`src/rtl/dpram_burst_tran.sv`:
```
// Purpose : true dual-port RAM; each port runs fixed-length incrementing bursts from one start command.
// Latency : first beat one cycle after the start edge; read data registered, visible one cycle after its beat.
// Backpr. : none; both ports burst concurrently without stalls, burst_en low mid-burst aborts the burst.
//
// Ports (A shown, B identical):
//   clk, rst_n        clock, async active-low reset
//   burst_en_a        burst request level; a burst starts from IDLE, low during a burst aborts it
//   we_a              direction latched at start (1 = write)
//   burst_len_a       beats minus one, latched at start
//   base_addr_a       start address, latched at start; addresses wrap modulo the depth
//   din_a             write data, sampled on every write beat
//   dout_a            registered read data, holds between read beats

module dpram_burst_port #(
    parameter int ADDR_WIDTH = 6,
    parameter int LW         = 2
) (
    input  logic                  clk,
    input  logic                  rst_n,
    input  logic                  burst_en,
    input  logic                  we,
    input  logic [LW-1:0]         burst_len,
    input  logic [ADDR_WIDTH-1:0] base_addr,
    output logic                  acc_vld,
    output logic                  acc_we,
    output logic [ADDR_WIDTH-1:0] acc_addr
);
    typedef enum logic [1:0] {ST_IDLE, ST_BURST, ST_HOLD} state_t;

    state_t                  state_q, state_d;
    logic [ADDR_WIDTH-1:0]   base_q, base_d;
    logic [LW-1:0]           len_q, len_d;
    logic [LW-1:0]           off_q, off_d;
    logic                    we_q, we_d;

    always_ff @(posedge clk or negedge rst_n) begin
        if (!rst_n) begin
            state_q <= ST_IDLE;
            base_q  <= '0;
            len_q   <= '0;
            off_q   <= '0;
            we_q    <= 1'b0;
        end else begin
            state_q <= state_d;
            base_q  <= base_d;
            len_q   <= len_d;
            off_q   <= off_d;
            we_q    <= we_d;
        end
    end

    always_comb begin
        state_d = state_q;
        base_d  = base_q;
        len_d   = len_q;
        off_d   = off_q;
        we_d    = we_q;
        acc_vld = 1'b0;
        case (state_q)
            ST_IDLE: begin
                // The start edge only captures the command; the first beat is on the next edge.
                if (burst_en) begin
                    base_d  = base_addr;
                    len_d   = burst_len;
                    we_d    = we;
                    off_d   = '0;
                    state_d = ST_BURST;
                end
            end
            ST_BURST: begin
                if (!burst_en) begin
                    state_d = ST_IDLE;
                end else begin
                    acc_vld = 1'b1;
                    off_d   = off_q + 1'b1;
                    if (off_q == len_q) begin
                        state_d = ST_HOLD;
                    end
                end
            end
            ST_HOLD: begin
                // A level held high must not start another burst.
                if (!burst_en) begin
                    state_d = ST_IDLE;
                end
            end
            default: state_d = ST_IDLE;
        endcase
    end

    assign acc_we   = we_q;
    // Truncating add gives the modulo-depth wrap.
    assign acc_addr = base_q + ADDR_WIDTH'(off_q);
endmodule

module dpram_burst_tran #(
    parameter int DATA_WIDTH    = 8,
    parameter int ADDR_WIDTH    = 6,
    parameter int MAX_BURST_LEN = 4,
    parameter int LW            = (MAX_BURST_LEN > 1) ? $clog2(MAX_BURST_LEN) : 1
) (
    input  logic                  clk,
    input  logic                  rst_n,
    input  logic                  we_a,
    input  logic                  burst_en_a,
    input  logic [LW-1:0]         burst_len_a,
    input  logic [ADDR_WIDTH-1:0] base_addr_a,
    input  logic [DATA_WIDTH-1:0] din_a,
    output logic [DATA_WIDTH-1:0] dout_a,
    input  logic                  we_b,
    input  logic                  burst_en_b,
    input  logic [LW-1:0]         burst_len_b,
    input  logic [ADDR_WIDTH-1:0] base_addr_b,
    input  logic [DATA_WIDTH-1:0] din_b,
    output logic [DATA_WIDTH-1:0] dout_b
);
    localparam int DEPTH = 1 << ADDR_WIDTH;

    logic                  acc_vld_a, acc_we_a, acc_vld_b, acc_we_b;
    logic [ADDR_WIDTH-1:0] acc_addr_a, acc_addr_b;
    logic [DATA_WIDTH-1:0] dout_a_q, dout_a_d, dout_b_q, dout_b_d;
    logic [DATA_WIDTH-1:0] mem [DEPTH];

    dpram_burst_port #(.ADDR_WIDTH(ADDR_WIDTH), .LW(LW)) u_port_a (
        .clk(clk), .rst_n(rst_n), .burst_en(burst_en_a), .we(we_a),
        .burst_len(burst_len_a), .base_addr(base_addr_a),
        .acc_vld(acc_vld_a), .acc_we(acc_we_a), .acc_addr(acc_addr_a)
    );

    dpram_burst_port #(.ADDR_WIDTH(ADDR_WIDTH), .LW(LW)) u_port_b (
        .clk(clk), .rst_n(rst_n), .burst_en(burst_en_b), .we(we_b),
        .burst_len(burst_len_b), .base_addr(base_addr_b),
        .acc_vld(acc_vld_b), .acc_we(acc_we_b), .acc_addr(acc_addr_b)
    );

    // Port A is written last so it wins a same-address collision.
    always_ff @(posedge clk) begin
        if (acc_vld_b && acc_we_b) mem[acc_addr_b] <= din_b;
        if (acc_vld_a && acc_we_a) mem[acc_addr_a] <= din_a;
    end

    // Reads sample the array before this edge's writes land: read-before-write.
    always_comb begin
        dout_a_d = dout_a_q;
        dout_b_d = dout_b_q;
        if (acc_vld_a && !acc_we_a) dout_a_d = mem[acc_addr_a];
        if (acc_vld_b && !acc_we_b) dout_b_d = mem[acc_addr_b];
    end

    always_ff @(posedge clk or negedge rst_n) begin
        if (!rst_n) begin
            dout_a_q <= '0;
            dout_b_q <= '0;
        end else begin
            dout_a_q <= dout_a_d;
            dout_b_q <= dout_b_d;
        end
    end

    assign dout_a = dout_a_q;
    assign dout_b = dout_b_q;
endmodule

```
`config.mk`:
```
export PLATFORM = sky130hd
export DESIGN_NAME = dpram_burst_tran
export DESIGN_NICKNAME = d
export VERILOG_FILES = /design/src/rtl/dpram_burst_tran.sv
export SDC_FILE = /design/constraint.sdc
export NUM_CORES = 1
export LEC_CHECK = 0
export ABC_CLOCK_PERIOD_IN_PS = 4600
export BUFFER_PORTS_ARGS = -buffer_cell sky130_fd_sc_hd__buf_2
export CAP_MARGIN = 20
export CORE_MARGIN = 2
export CORE_UTILIZATION = 60
export CTS_CLUSTER_DIAMETER = 40
export DETAILED_ROUTE_END_ITERATION = 10
export PLACE_DENSITY = 0.85
export REMOVE_ABC_BUFFERS = 1
export SYNTH_ARGS = -nofsm -noshare
export SYNTH_HDL_FRONTEND = slang
export SYNTH_SLANG_ARGS = --single-unit
```
`constraint.sdc`:
```
create_clock -name clk -period 4.6 [get_ports clk]
set_clock_uncertainty 0.2 [all_clocks]
set_input_delay 0 -clock clk [delete_from_list [all_inputs] [get_ports clk]]
set_output_delay 0 -clock clk [all_outputs]
set_load 0.01 [all_outputs]
```
Word level (Yosys, flattened, before mapping) --
Memories as Yosys holds them, arrays and structs flattened. A register that Yosys moved wholly into a read port is not among the register bits. Cells that the tools add are included.
Storage, ports and cells: memories 1, memory bits (writable) 512, output and inout port bits 16, word-level logic and storage cells 71, flip-flop bits (word level) 26, bits of input ports 38
Cells by class: eq/ne operators 14, reductions and logical operators 18, multiplexer cells 24, $add $sub $neg 4
Memories:
- mem | words 64, bits a word 8, rd ports 2, clocked after memory_dff 2, write ports 2, line 122 | logic [DATA_WIDTH-1:0] mem [DEPTH];
Operators with widths (count):
- 2-to-1 mux 2 bit | 12
- adder 6 x 2 -> 6 bit | 2
- != test 2 bit (second input constant) | 6
- case mux 2 bit (3 select lines) | 2
- AND reduction 3 bit | 4
- 2-to-1 mux 1 bit | 8
- case mux 2 bit (2 select lines) | 2
- != test 3 x 2 -> 1 bit (second input constant) | 2
- adder 2 x 1 -> 2 bit (second input constant) | 2
- equality test 2 x 1 -> 1 bit (second input constant) | 2
- equality test 2 bit | 2
- equality test 2 bit (second input constant) | 2
- logical AND 1 bit | 4
- zero test 1 bit | 4
- zero test 2 bit | 2
- AND reduction 2 bit | 2
- nonzero test 2 bit | 2

Longest topological paths before layout --
depth after elaboration 5, mapped depth 12, depth with buffers taken out 8

Hierarchy --
A second synthesis with hierarchy kept.
Second synthesis, totals: cells, all modules 2563, area total of the unflattened synthesis 33174.3 sq um
By module, submodules not included:
- dpram_burst_tran | cells an instance 2465, sequential area each 15775.1 sq um, area each 31893.1 sq um, times used 1
- dpram_burst_port | cells an instance 49, sequential area each 325.3 sq um, area each 640.6 sq um, times used 2

Worst setup path after synthesis --
No wires, ideal clock.
path type register -> register, start register u_port_b.off_q[0], end memory mem[19][0] (enable), buffers on the path 5, setup slack 0.817 ns, arrival time 3.199 ns, period minus slack after synthesis 3.783 ns, cell stages (with the launch flop) 10, path through dfrtp_1 > ha_1 > fa_1 > buf_2 > buf_2 > buf_2 > buf_2 > clkbuf_1 > nand3_1 > o21ai_0
RTL lines:
- start, declared | line 33 | logic [LW-1:0] off_q, off_d;
- start signal, assigned | line 41 | off_q <= '0;
- start signal, assigned | line 47 | off_q <= off_d;
- end, declared | line 122

==> metrics.csv <==
stage,metric,value,unit
outcome,outcome,"complete, no violations",
synth,top_reg_cell synth,edfxtp_1,
clocking,Longest Clk Path Bufs,3,
finish,"Design Area, Final",0.03875,sq mm
synth,yosys warns,0,
clocking,clk root buf,clkbuf_16,
floorplan,full die area,0.05760,sq mm
clocking,post-CTS sizing,0,
placed_design,pre-CTS WS,0.5379,ns
power,leak pwr,13.41,nW
synth,post-synthesis area per instance,13.54,sq um
critical_path,critical-path maximum fanout,15,
critical_path,Reg2Reg Launch Point,u_port_b.off_q[0],
placed_design,Area after DPL,0.03504,sq mm
min_path,hold_sp,din_a[6],
timing,PnR worst setup slack,0.2797,ns
timing,measured slew at the worst slew-check pin,1.151,ns
timing,RSZ-0062 raised after global routing,no,
floorplan,FP Rows,86,
synth,Area contributors post-synth,"edfxtp_1 (46%), mux2_2 (18%), mux4_2 (12%), nand2_1 (3.5%), dfrtp_1 (3.1%)",
global_route,first-pass GRT wire length,176000,microns
timing,max-slew violations,0,
clocking,Clock transition at path regs,0.06,ns
power,Max IR drop VDD,567.0,uV
route,Total Wirelength,122800,microns
critical_path,most frequent CP cell,buf_4,
critical_path,critical path cell sequence,ha_4 -> fa_4 -> xor2_4 -> buf_4 -> nor2_1 -> nand2_1 -> o21ai_0 -> buf_4,
floorplan,Chip Width,240.0,microns
clocking,clock sinks,554,
synth,Synth top cells by count,"mux2_2 (526), edfxtp_1 (512), nand2_1 (316)",
floorplan,core area,0.05509,sq mm
clocking,worst skew pair latency,0.66,ns
critical_path,CP max stage delay,0.73,ns
critical_path,Worst setup EP type,flip-flop,
timing,FMAX,0.2315,GHz
global_route,vias in the first global route,24786,
critical_path,arrival time worst endpoint,4.52,ns
critical_path,CP Data Required Time,4.80,ns
placed_design,IO buf count,53,
synth,most instantiated library cell after synthesis,mux2_2,
route,drt drc,0,
clocking,# Post-CTS Setup Buffers,0,
finish,proportion of layout cells with a drive suffix above 1,0.4294,
route,Routed wire per std cell,35.84,microns
placed_design,Routability Congestion,1.027,
floorplan,I/O Pins,54,
timing,Final Cycle Share,0.9392,
job,Max-Cap Viols,0,
synth,post-synth top area share,0.4601,
global_route,grt total ovfl,0,
global_route,initial antenna violation count,6,
synth,"EDFF count, synth",512,
power,Power Dens Cells,780.4,mW/mm^2
global_route,largest net degree at the start of global routing,86,
critical_path,worst setup path class,reg -> reg,
synth,Post-synth ARST share,0.07581,
synth,"Seq/Total Area, Yosys",0.4915,
clocking,Inserted Clock Buffers,91,
clocking,cts hold-fix bufs,58,
critical_path,"Max stage delay cell, worst path",nand2_1,
synth,Synth area leader,edfxtp_1,
power,Overall Power,30.24,mW
synth,Syn Inst Count,2469,
floorplan,initial core utilization,0.6066,
floorplan,die height,240.0,microns
timing,Final Setup Violations,0,
route,Vias,25613,
synth,Post-Syn Area,0.03342,sq mm
finish,fin nets,2647,
critical_path,launch point of the worst path,u_port_b.off_q[0],
global_route,overall routing resource usage,0.4308,
timing,fin crit period,4.320,ns
critical_path,Worst setup SP type,flip-flop,
timing,Slew Limit Headroom,0.2325,
placed_design,DP HPWL,78450,microns
clocking,htree depth,3,
finish,Area Growth Syn to Fin,15.94,%
route,"antenna viol nets, final",0,
min_path,Hold Crit Class,in -> reg,
synth,Synth Register Bits,554,
clocking,CTS tree,built,
timing,Final Hold Vio Count,0,
route,Vias/cell,7.474,
route,DRT iter0 DRCs,4679,
route,DR pass1 iterations,9,
synth,post-synth cell types,81,
==> per-layer routing <==
metal  track usage  share of wire  vias up
met4        0.2296          0.068       10
met5             0        0.00094        -
li1              -              -    10003
met2        0.6221           0.43     2490
met1        0.5758           0.34    12571
met3        0.1483           0.16      539
==> critical path: cells and delay by family, from the launching register on <==
kind,cells,cell delay [ns]
AO/OA/AOI/OAI,1,0.42
flip-flops,1,0.45
adder cells (fa/ha/maj),2,0.73
AND/OR/NAND/NOR,2,0.83
XOR/XNOR,1,0.69
buffers and inverters,2,0.73
==> report_power, final <==
group          switching, mW  total, mW  internal, mW
registers              0.457       6.29          5.84
logic                   10.4       16.9          6.54
clock network           2.75       7.01          4.26
total                   13.6       30.2          16.6
==> per-stage QoR <==
stage | setup TNS (ns) | util | cells | hold WS, ns
floorplan | -2721.71 | - | 2223 | -0.4956
global placement | 0 | 0.6353 | 3195 | 0.01553
detailed placement | 0 | 0.6360 | 3200 | 0.03233
CTS | 0 | 0.7033 | 3426 | 0.008464
global route | 0 | 0.7033 | 3426 | 0.03676
finish | 0 | 0.7033 | 3427 | 0.04573
==> area by class of cell <==
| class | instances | area [sq um] |
|---|---|---|
| Antenna cell | 1 | 2.502 |
| Clock buffer | 93 | 2285 |
| Clock inverter | 75 | 823.3 |
| Fill cell | 3619 | 16350 |
| Inverter | 5 | 18.77 |
| Multi-Input combinational cell | 1664 | 15960 |
| Sequential cell | 554 | 16430 |
| Tap cell | 748 | 935.9 |
| Timing Repair Buffer | 287 | 2297 |
==> kinds of logic (layout without fill, tap and decap cells) <==
family / after synthesis / after routing / share of synthesized area
and+or+nand+nor: 579 / 579 / 0.08263
adders and majority gates: 6 / 6 / 0.002696
DFF: 554 / 554 / 0.4915
buffers and inverters: 251 / 460 / 0.03403
xor gates and xnor gates: 13 / 13 / 0.004081
other: 0 / 1 / 0
muxes: 813 / 813 / 0.3326
AOI/OAI and AO/OA: 253 / 253 / 0.05249
==> sequential cells by signal (all words and copies together) (netlist names) <==
name	count
dout_a	8
dout_b	8
mem	512
u_port_a.acc_we	1
u_port_a.base_q	6
u_port_a.len_q	2
u_port_a.off_q	2
u_port_a.state_q	2
u_port_b.acc_we	1
u_port_b.base_q	6
u_port_b.len_q	2
u_port_b.off_q	2
u_port_b.state_q	2
==> worst paths after layout <==
check	endpoint	slack, ns	depth (start not counted)
setup / recovery	mem[17][3]	0.28	8
hold / removal	mem[52][6]	0.05	2
setup reg to reg	mem[17][3]	0.28	8
hold reg to reg	u_port_b.state_q[0]	0.38	1
max in group asynchronous	dout_a[4]	3.73	4
min in group asynchronous	u_port_a.len_q[1]	0.22	4
==> placed cells by master, fill, tap and decap left out, types with 18 or more instances in the layout <==
master and instances:
mux2_2 526, edfxtp_1 512, nand2_1 316, mux4_2 184
buf_4 163, mux2i_1 92, nand3_1 91, clkbuf_16 91
dlygate4sd3_1 57, buf_2 56, o21ai_0 55, o22ai_1 46
dfrtp_1 42, nor2_1 40, a32oi_1 21, a31oi_1 20
nand2b_1 18
(Power assumes the default switching activity.)
